### config.mk
export PLATFORM = sky130hd
export DESIGN_NAME = stuff_nrzi_tx
export DESIGN_NICKNAME = d
export VERILOG_FILES = /design/src/rtl/stuff_nrzi_tx.sv
export SDC_FILE = /design/constraint.sdc
export NUM_CORES = 1
export LEC_CHECK = 0
export ABC_AREA = 1
export BUFFER_PORTS_ARGS = -buffer_cell sky130_fd_sc_hd__clkbuf_2
export CORE_MARGIN = 5
export CORE_UTILIZATION = 50
export CTS_CLUSTER_DIAMETER = 150
export DETAILED_ROUTE_END_ITERATION = 8
export HOLD_SLACK_MARGIN = 0.08
export PLACE_DENSITY = 0.71
export SYNTH_ARGS = -nofsm -noshare
export SYNTH_HDL_FRONTEND = slang
export SYNTH_SLANG_ARGS = --single-unit
### constraint.sdc
create_clock -name clk -period 3.8 [get_ports clk]
set_clock_uncertainty 0.2 [all_clocks]
set_input_delay 0.19 -clock clk [delete_from_list [all_inputs] [get_ports clk]]
set_output_delay 0.19 -clock clk [all_outputs]
set_load 0.05 [all_outputs]
### src/rtl/stuff_nrzi_tx.sv
// Serial transmitter: bit stuffing, NRZI line coding and an SE0/J end-of-packet.
// Define SYNC_GEN_EN to have the block emit the 8-bit SYNC (KJKJKJKK) itself after start.
module stuff_nrzi_tx #(
    parameter int STUFF_LEN   = 6,
    parameter int EOP_SE0_CYC = 2
) (
    input  logic clk,
    input  logic rst,
    input  logic start,
    input  logic s_in,
    input  logic last,
    output logic pause,
    output logic busy,
    output logic done,
    output logic dp,
    output logic dm,
    output logic oe
);

    localparam logic [3:0] STUFF_LIM = 4'(STUFF_LEN);
    localparam logic [2:0] SE0_LAST  = 3'(EOP_SE0_CYC - 1);

    // Each state names the action taken at the next clock edge.
    typedef enum logic [2:0] {
        IDLE    = 3'd0,
`ifdef SYNC_GEN_EN
        SYNC    = 3'd1,
`endif
        DATA    = 3'd2,
        STUFF   = 3'd3,
        EOP_SE0 = 3'd4,
        EOP_J   = 3'd5
    } state_t;

    state_t     state_r;
    logic [3:0] ones_cnt_r;
    logic [2:0] se0_cnt_r;
    logic       lvl_r;
    logic       eop_pend_r;
`ifdef SYNC_GEN_EN
    logic [2:0] sync_cnt_r;
`endif

    logic       bit_s;
    logic [3:0] bit_ones_s;
    logic       bit_lvl_s;
    logic       bit_stuff_s;
    state_t     data_next_s;

    // Effect of the bit about to go out: NRZI level (1 = J), ones count, stuff request
    always_comb begin
        bit_s = s_in;
`ifdef SYNC_GEN_EN
        if (state_r == SYNC) begin
            bit_s = (sync_cnt_r == 3'd7);
        end else begin
            bit_s = s_in;
        end
`endif
        if (bit_s) begin
            bit_ones_s = ones_cnt_r + 4'd1;
            bit_lvl_s  = lvl_r;
        end else begin
            bit_ones_s = 4'd0;
            bit_lvl_s  = ~lvl_r;
        end
        bit_stuff_s = bit_s && (bit_ones_s == STUFF_LIM);
        if (bit_stuff_s) begin
            data_next_s = STUFF;
        end else if (last) begin
            data_next_s = EOP_SE0;
        end else begin
            data_next_s = DATA;
        end
    end

    // Transmit FSM; every output is registered here
    always_ff @(posedge clk) begin
        if (rst) begin
            state_r    <= IDLE;
            ones_cnt_r <= 4'd0;
            se0_cnt_r  <= 3'd0;
            lvl_r      <= 1'b1;
            eop_pend_r <= 1'b0;
`ifdef SYNC_GEN_EN
            sync_cnt_r <= 3'd0;
`endif
            dp    <= 1'b1;
            dm    <= 1'b0;
            oe    <= 1'b0;
            pause <= 1'b0;
            busy  <= 1'b0;
            done  <= 1'b0;
        end else begin
            done <= 1'b0;
            case (state_r)
                IDLE: begin
                    // busy is still high during the done cycle, so a start there is dropped
                    oe         <= 1'b0;
                    busy       <= 1'b0;
                    pause      <= 1'b0;
                    dp         <= 1'b1;
                    dm         <= 1'b0;
                    lvl_r      <= 1'b1;
                    ones_cnt_r <= 4'd0;
                    se0_cnt_r  <= 3'd0;
                    eop_pend_r <= 1'b0;
                    if (start && !busy) begin
                        busy <= 1'b1;
`ifdef SYNC_GEN_EN
                        state_r    <= SYNC;
                        pause      <= 1'b1;
                        sync_cnt_r <= 3'd0;
`else
                        state_r    <= data_next_s;
                        pause      <= bit_stuff_s;
                        oe         <= 1'b1;
                        dp         <= bit_lvl_s;
                        dm         <= ~bit_lvl_s;
                        lvl_r      <= bit_lvl_s;
                        ones_cnt_r <= bit_ones_s;
                        eop_pend_r <= last;
`endif
                    end else begin
                        state_r <= IDLE;
                    end
                end
`ifdef SYNC_GEN_EN
                SYNC: begin
                    oe         <= 1'b1;
                    dp         <= bit_lvl_s;
                    dm         <= ~bit_lvl_s;
                    lvl_r      <= bit_lvl_s;
                    ones_cnt_r <= bit_ones_s;
                    eop_pend_r <= 1'b0;
                    sync_cnt_r <= sync_cnt_r + 3'd1;
                    if (sync_cnt_r == 3'd7) begin
                        state_r <= bit_stuff_s ? STUFF : DATA;
                        pause   <= bit_stuff_s;
                    end else begin
                        state_r <= SYNC;
                        pause   <= 1'b1;
                    end
                end
`endif
                DATA: begin
                    state_r    <= data_next_s;
                    pause      <= bit_stuff_s;
                    oe         <= 1'b1;
                    dp         <= bit_lvl_s;
                    dm         <= ~bit_lvl_s;
                    lvl_r      <= bit_lvl_s;
                    ones_cnt_r <= bit_ones_s;
                    eop_pend_r <= last;
                end
                STUFF: begin
                    // the stuffed 0 toggles the line and restarts the run of ones
                    oe         <= 1'b1;
                    pause      <= 1'b0;
                    dp         <= ~lvl_r;
                    dm         <= lvl_r;
                    lvl_r      <= ~lvl_r;
                    ones_cnt_r <= 4'd0;
                    state_r    <= eop_pend_r ? EOP_SE0 : DATA;
                end
                EOP_SE0: begin
                    oe    <= 1'b1;
                    pause <= 1'b0;
                    dp    <= 1'b0;
                    dm    <= 1'b0;
                    if (se0_cnt_r == SE0_LAST) begin
                        se0_cnt_r <= 3'd0;
                        state_r   <= EOP_J;
                    end else begin
                        se0_cnt_r <= se0_cnt_r + 3'd1;
                        state_r   <= EOP_SE0;
                    end
                end
                EOP_J: begin
                    oe         <= 1'b1;
                    pause      <= 1'b0;
                    dp         <= 1'b1;
                    dm         <= 1'b0;
                    lvl_r      <= 1'b1;
                    ones_cnt_r <= 4'd0;
                    eop_pend_r <= 1'b0;
                    done       <= 1'b1;
                    state_r    <= IDLE;
                end
                default: begin
                    state_r <= IDLE;
                    pause   <= 1'b0;
                    oe      <= 1'b0;
                end
            endcase
        end
    end

endmodule

==> summary.md <==
* # placed instances: 142
* number of buffers inserted during clock tree synthesis: 3
* antenna violation net count after detailed routing: 0
* height of the die: 51.3 µm
* Period minus WS final: 1.93 ns
* maximum clock frequency: 518 MHz
* FF-to-FF End: eop_pend_r
* depth of the worst register-to-register path: 8
* number of distinct standard cells referenced by the synthesized netlist: 26
* fraction of synthesis flops using an asynchronous set or reset pin: 0%
* most repeated cell in the gate-level netlist after synthesis: sky130_fd_sc_hd__nand2_1
* placed wire-length estimate after detailed placement: 1250 µm
* cell row count: 15
* DRT Wirelength: 1650 µm
* post-detailed-route wirelength per cell: 11.0 µm
* combined global-route utilization of all metal layers: 14.7%
* pin slew with the least headroom to its limit: 0.323 ns
* cell type with the largest total area after synthesis: sky130_fd_sc_hd__dfxtp_1
* Final Cycle Share: 50.8%
* top-level port count: 11
* critical path startpoint category: flip-flop
* per-cell via count in the routed design: 5.33
* element type at the critical path end: flip-flop
* parity-gate share of the synthesized area counting xor and xnor cells: 2.05%
* Initial Utilization: 51.1%
* power per cell area: 415 nW/µm²
* vias in the first global route: 711
* outcome: complete, no violations
* largest vdd supply drop: 326 µV
* cell at the root of the clock tree: sky130_fd_sc_hd__clkbuf_4
* Congestion Overflow GR: 0
* H-tree levels: 1
* portion of the post-synthesis area used by sequential elements: 42.2%
* beginning of the worst register-to-register path: state_r[0]
* Synth top cells by count: sky130_fd_sc_hd__nand2_1, sky130_fd_sc_hd__dfxtp_1, sky130_fd_sc_hd__inv_1
* Hold Vio Cnt, Final: 0
* Final Total Pwr: 0.414 mW
* initial antenna violation count: 0
* cell count of the worst hold path: 5
* initial DRC count: 10
* Synth top area share: 42.2%
* Syn Inst Count: 116
* post-route setup TNS: 0 ns
* net count after synthesis: 122
* Post-CTS Setup Bufs: 0
* number of optimization iterations in the first detailed-route pass: 4
* GPL Wtd Cong: 0.800
* R2R setup slack: 1.87 ns
* CTS sink cnt: 18
* overall die width: 51.3 µm
* TritonCTS clock tree: done
* remaining max-slew budget at the tightest pin: 78.5%
* wire length of the first global-routing pass: 2880 µm
* die footprint: 2630 µm²
* arrival time worst endpoint: 1.98 ns
* share of the synthesized area in compound gates (AO/OA/AOI/OAI): 14.7%
* fraction of the mapped netlist area in simple logic gates: 32.6%
* worst slack on hold paths: 0.101 ns
* number of buffers between clock root and the deepest sink: 2
* Slew Limit Fails: 0
* maximum number of pins on one net before global-route repair: 16
* share of cells above drive strength 1: 17.3%
* Main synth FF type: sky130_fd_sc_hd__dfxtp_1
* unrepaired setup endpoints after global routing: false
* critical-path maximum fanout: 7
* standard cell core area: 1670 µm²
* Hold Crit Start: start
* layout overhead on the synthesized area: 16.9%
* # diodes: 0
* number of nets in the final layout: 140
* leading post-synthesis cells by cell area: sky130_fd_sc_hd__dfxtp_1, sky130_fd_sc_hd__nand2_1, sky130_fd_sc_hd__a21oi_1
* DRC violations left: 0
* Post-Layout Cell Count: 150
* largest family of logic cells by synthesized area: simple AND/OR/NAND/NOR gates
* register bit count reported by yosys: 18
* area of the mapped netlist: 853 µm²
* final design utilization: 59.7%
* final setup fails: 0
* proportion of synthesized area in mux cells: 0%
* post-synthesis adder-cell area fraction: 1.47%
* vias: 799
* max-capacitance violation count: 0
* YS warnings: 0
* Post-synth EDFFs: 0
* Leak: 0.446 nW
* class of the tightest hold or removal check: in2reg
* Clock Latency Late Sink: 0.29 ns
* Worst Setup Path Type: reg2reg
* worst endpoint required time: 3.85 ns
* count of port buffers added during placement: 10
* clock-pin slew on the worst setup and hold paths: 0.10 ns
* average cell area after synthesis: 7.36 µm²
* hold path endpoint: busy
==> where the power goes <==
group	internal, mW	leakage (nW)	switching [mW]
registers	0.201	0.147	0.00936
clock network	0.0584	0.0210	0.0582
logic	0.0267	0.278	0.0609
==> flip-flops by register name, summed over array words and instances, names as in the netlist <==
register	count
busy	1
dm	1
done	1
dp	1
eop_pend_r	1
lvl_r	1
oe	1
ones_cnt_r	4
pause	1
se0_cnt_r	3
state_r	3
==> timing repair <==
action,CTS,global route
hold buffers,4,0
hold endpoints to repair,7,0
resized for setup,0,0
==> per-layer routing <==
layer | share of wire [%] | track usage, % | vias up
met1 | 45 | 18.3 | 351
met2 | 46 | 23.2 | 28
li1 | - | - | 415
met4 | 2.1 | 7.86 | 0
met3 | 6.7 | 3.50 | 5
met5 | 0 | 0 | -
==> critical path: stages, from the launching register on <==
cell and delay [ns]:
sky130_fd_sc_hd__dfxtp_1 0.40, sky130_fd_sc_hd__nor2_2 0.19, sky130_fd_sc_hd__inv_2 0.08, sky130_fd_sc_hd__nor2_4 0.09, sky130_fd_sc_hd__nand2_2 0.09, sky130_fd_sc_hd__nand2_4 0.11
sky130_fd_sc_hd__nand2_1 0.05, sky130_fd_sc_hd__a21oi_1 0.10, sky130_fd_sc_hd__dlygate4sd3_1 0.55
==> metrics by stage <==
step           area, µm²  worst slack [ns]
6_report             997              1.87
5_1_grt              997              1.75
4_1_cts              997              1.87
3_5_place_dp         921              2.28
3_3_place_gp         921              2.32
2_1_floorplan        853              2.35
==> cells by family (layout without fill, tap and decap cells) <==
family	after synthesis	count (layout)
AO/OA/AOI/OAI	21	21
XOR/XNOR	2	2
adder cells (fa/ha/maj)	1	1
buffers and inverters	16	33
flip-flops	18	18
AND/OR/NAND/NOR	58	58
==> worst max-delay path by stage <==
stage                  startpoint    endpoint  slack, ns  depth (start not counted)
global route           state_r[0]  eop_pend_r       1.75                          8
detailed placement  ones_cnt_r[0]  state_r[1]       2.28                          9
global placement    ones_cnt_r[0]  state_r[1]       2.32                          9
CTS                    state_r[0]  eop_pend_r       1.87                          8
finish                 state_r[0]  eop_pend_r       1.87                          8
floorplan                    busy  state_r[2]       2.35                          5
==> layout make-up <==
type / instances / area (µm²)
clock buffer: 4 / 36.3
multi-input combinational: 82 / 433
fill: 154 / 673
sequential: 18 / 360
tap: 17 / 21.3
timing repair buffer: 14 / 90.1
inverter: 15 / 56.3
==> cells in the final DEF (no fill, tap or decap) <==
cell type / n
sky130_fd_sc_hd__a211oi_1: 1
sky130_fd_sc_hd__a21oi_1: 12
sky130_fd_sc_hd__a21oi_2: 1
sky130_fd_sc_hd__a31oi_1: 2
sky130_fd_sc_hd__clkbuf_2: 10
sky130_fd_sc_hd__clkbuf_4: 3
sky130_fd_sc_hd__clkbuf_8: 1
sky130_fd_sc_hd__dfxtp_1: 18
sky130_fd_sc_hd__dlygate4sd3_1: 4
sky130_fd_sc_hd__ha_1: 1
sky130_fd_sc_hd__inv_1: 14
sky130_fd_sc_hd__inv_2: 1
sky130_fd_sc_hd__nand2_1: 25
sky130_fd_sc_hd__nand2_2: 2
sky130_fd_sc_hd__nand2_4: 1
sky130_fd_sc_hd__nand3_1: 10
sky130_fd_sc_hd__nand3_2: 1
sky130_fd_sc_hd__nand3b_1: 2
sky130_fd_sc_hd__nand4_1: 2
sky130_fd_sc_hd__nor2_1: 12
sky130_fd_sc_hd__nor2_2: 1
sky130_fd_sc_hd__nor2_4: 1
sky130_fd_sc_hd__nor3_2: 1
sky130_fd_sc_hd__o2111a_1: 1
sky130_fd_sc_hd__o211ai_1: 1
sky130_fd_sc_hd__o21a_1: 1
sky130_fd_sc_hd__o21ai_0: 2
sky130_fd_sc_hd__xnor2_1: 1
sky130_fd_sc_hd__xor2_1: 1
No activity file was read; power rests on OpenSTA's default activity.
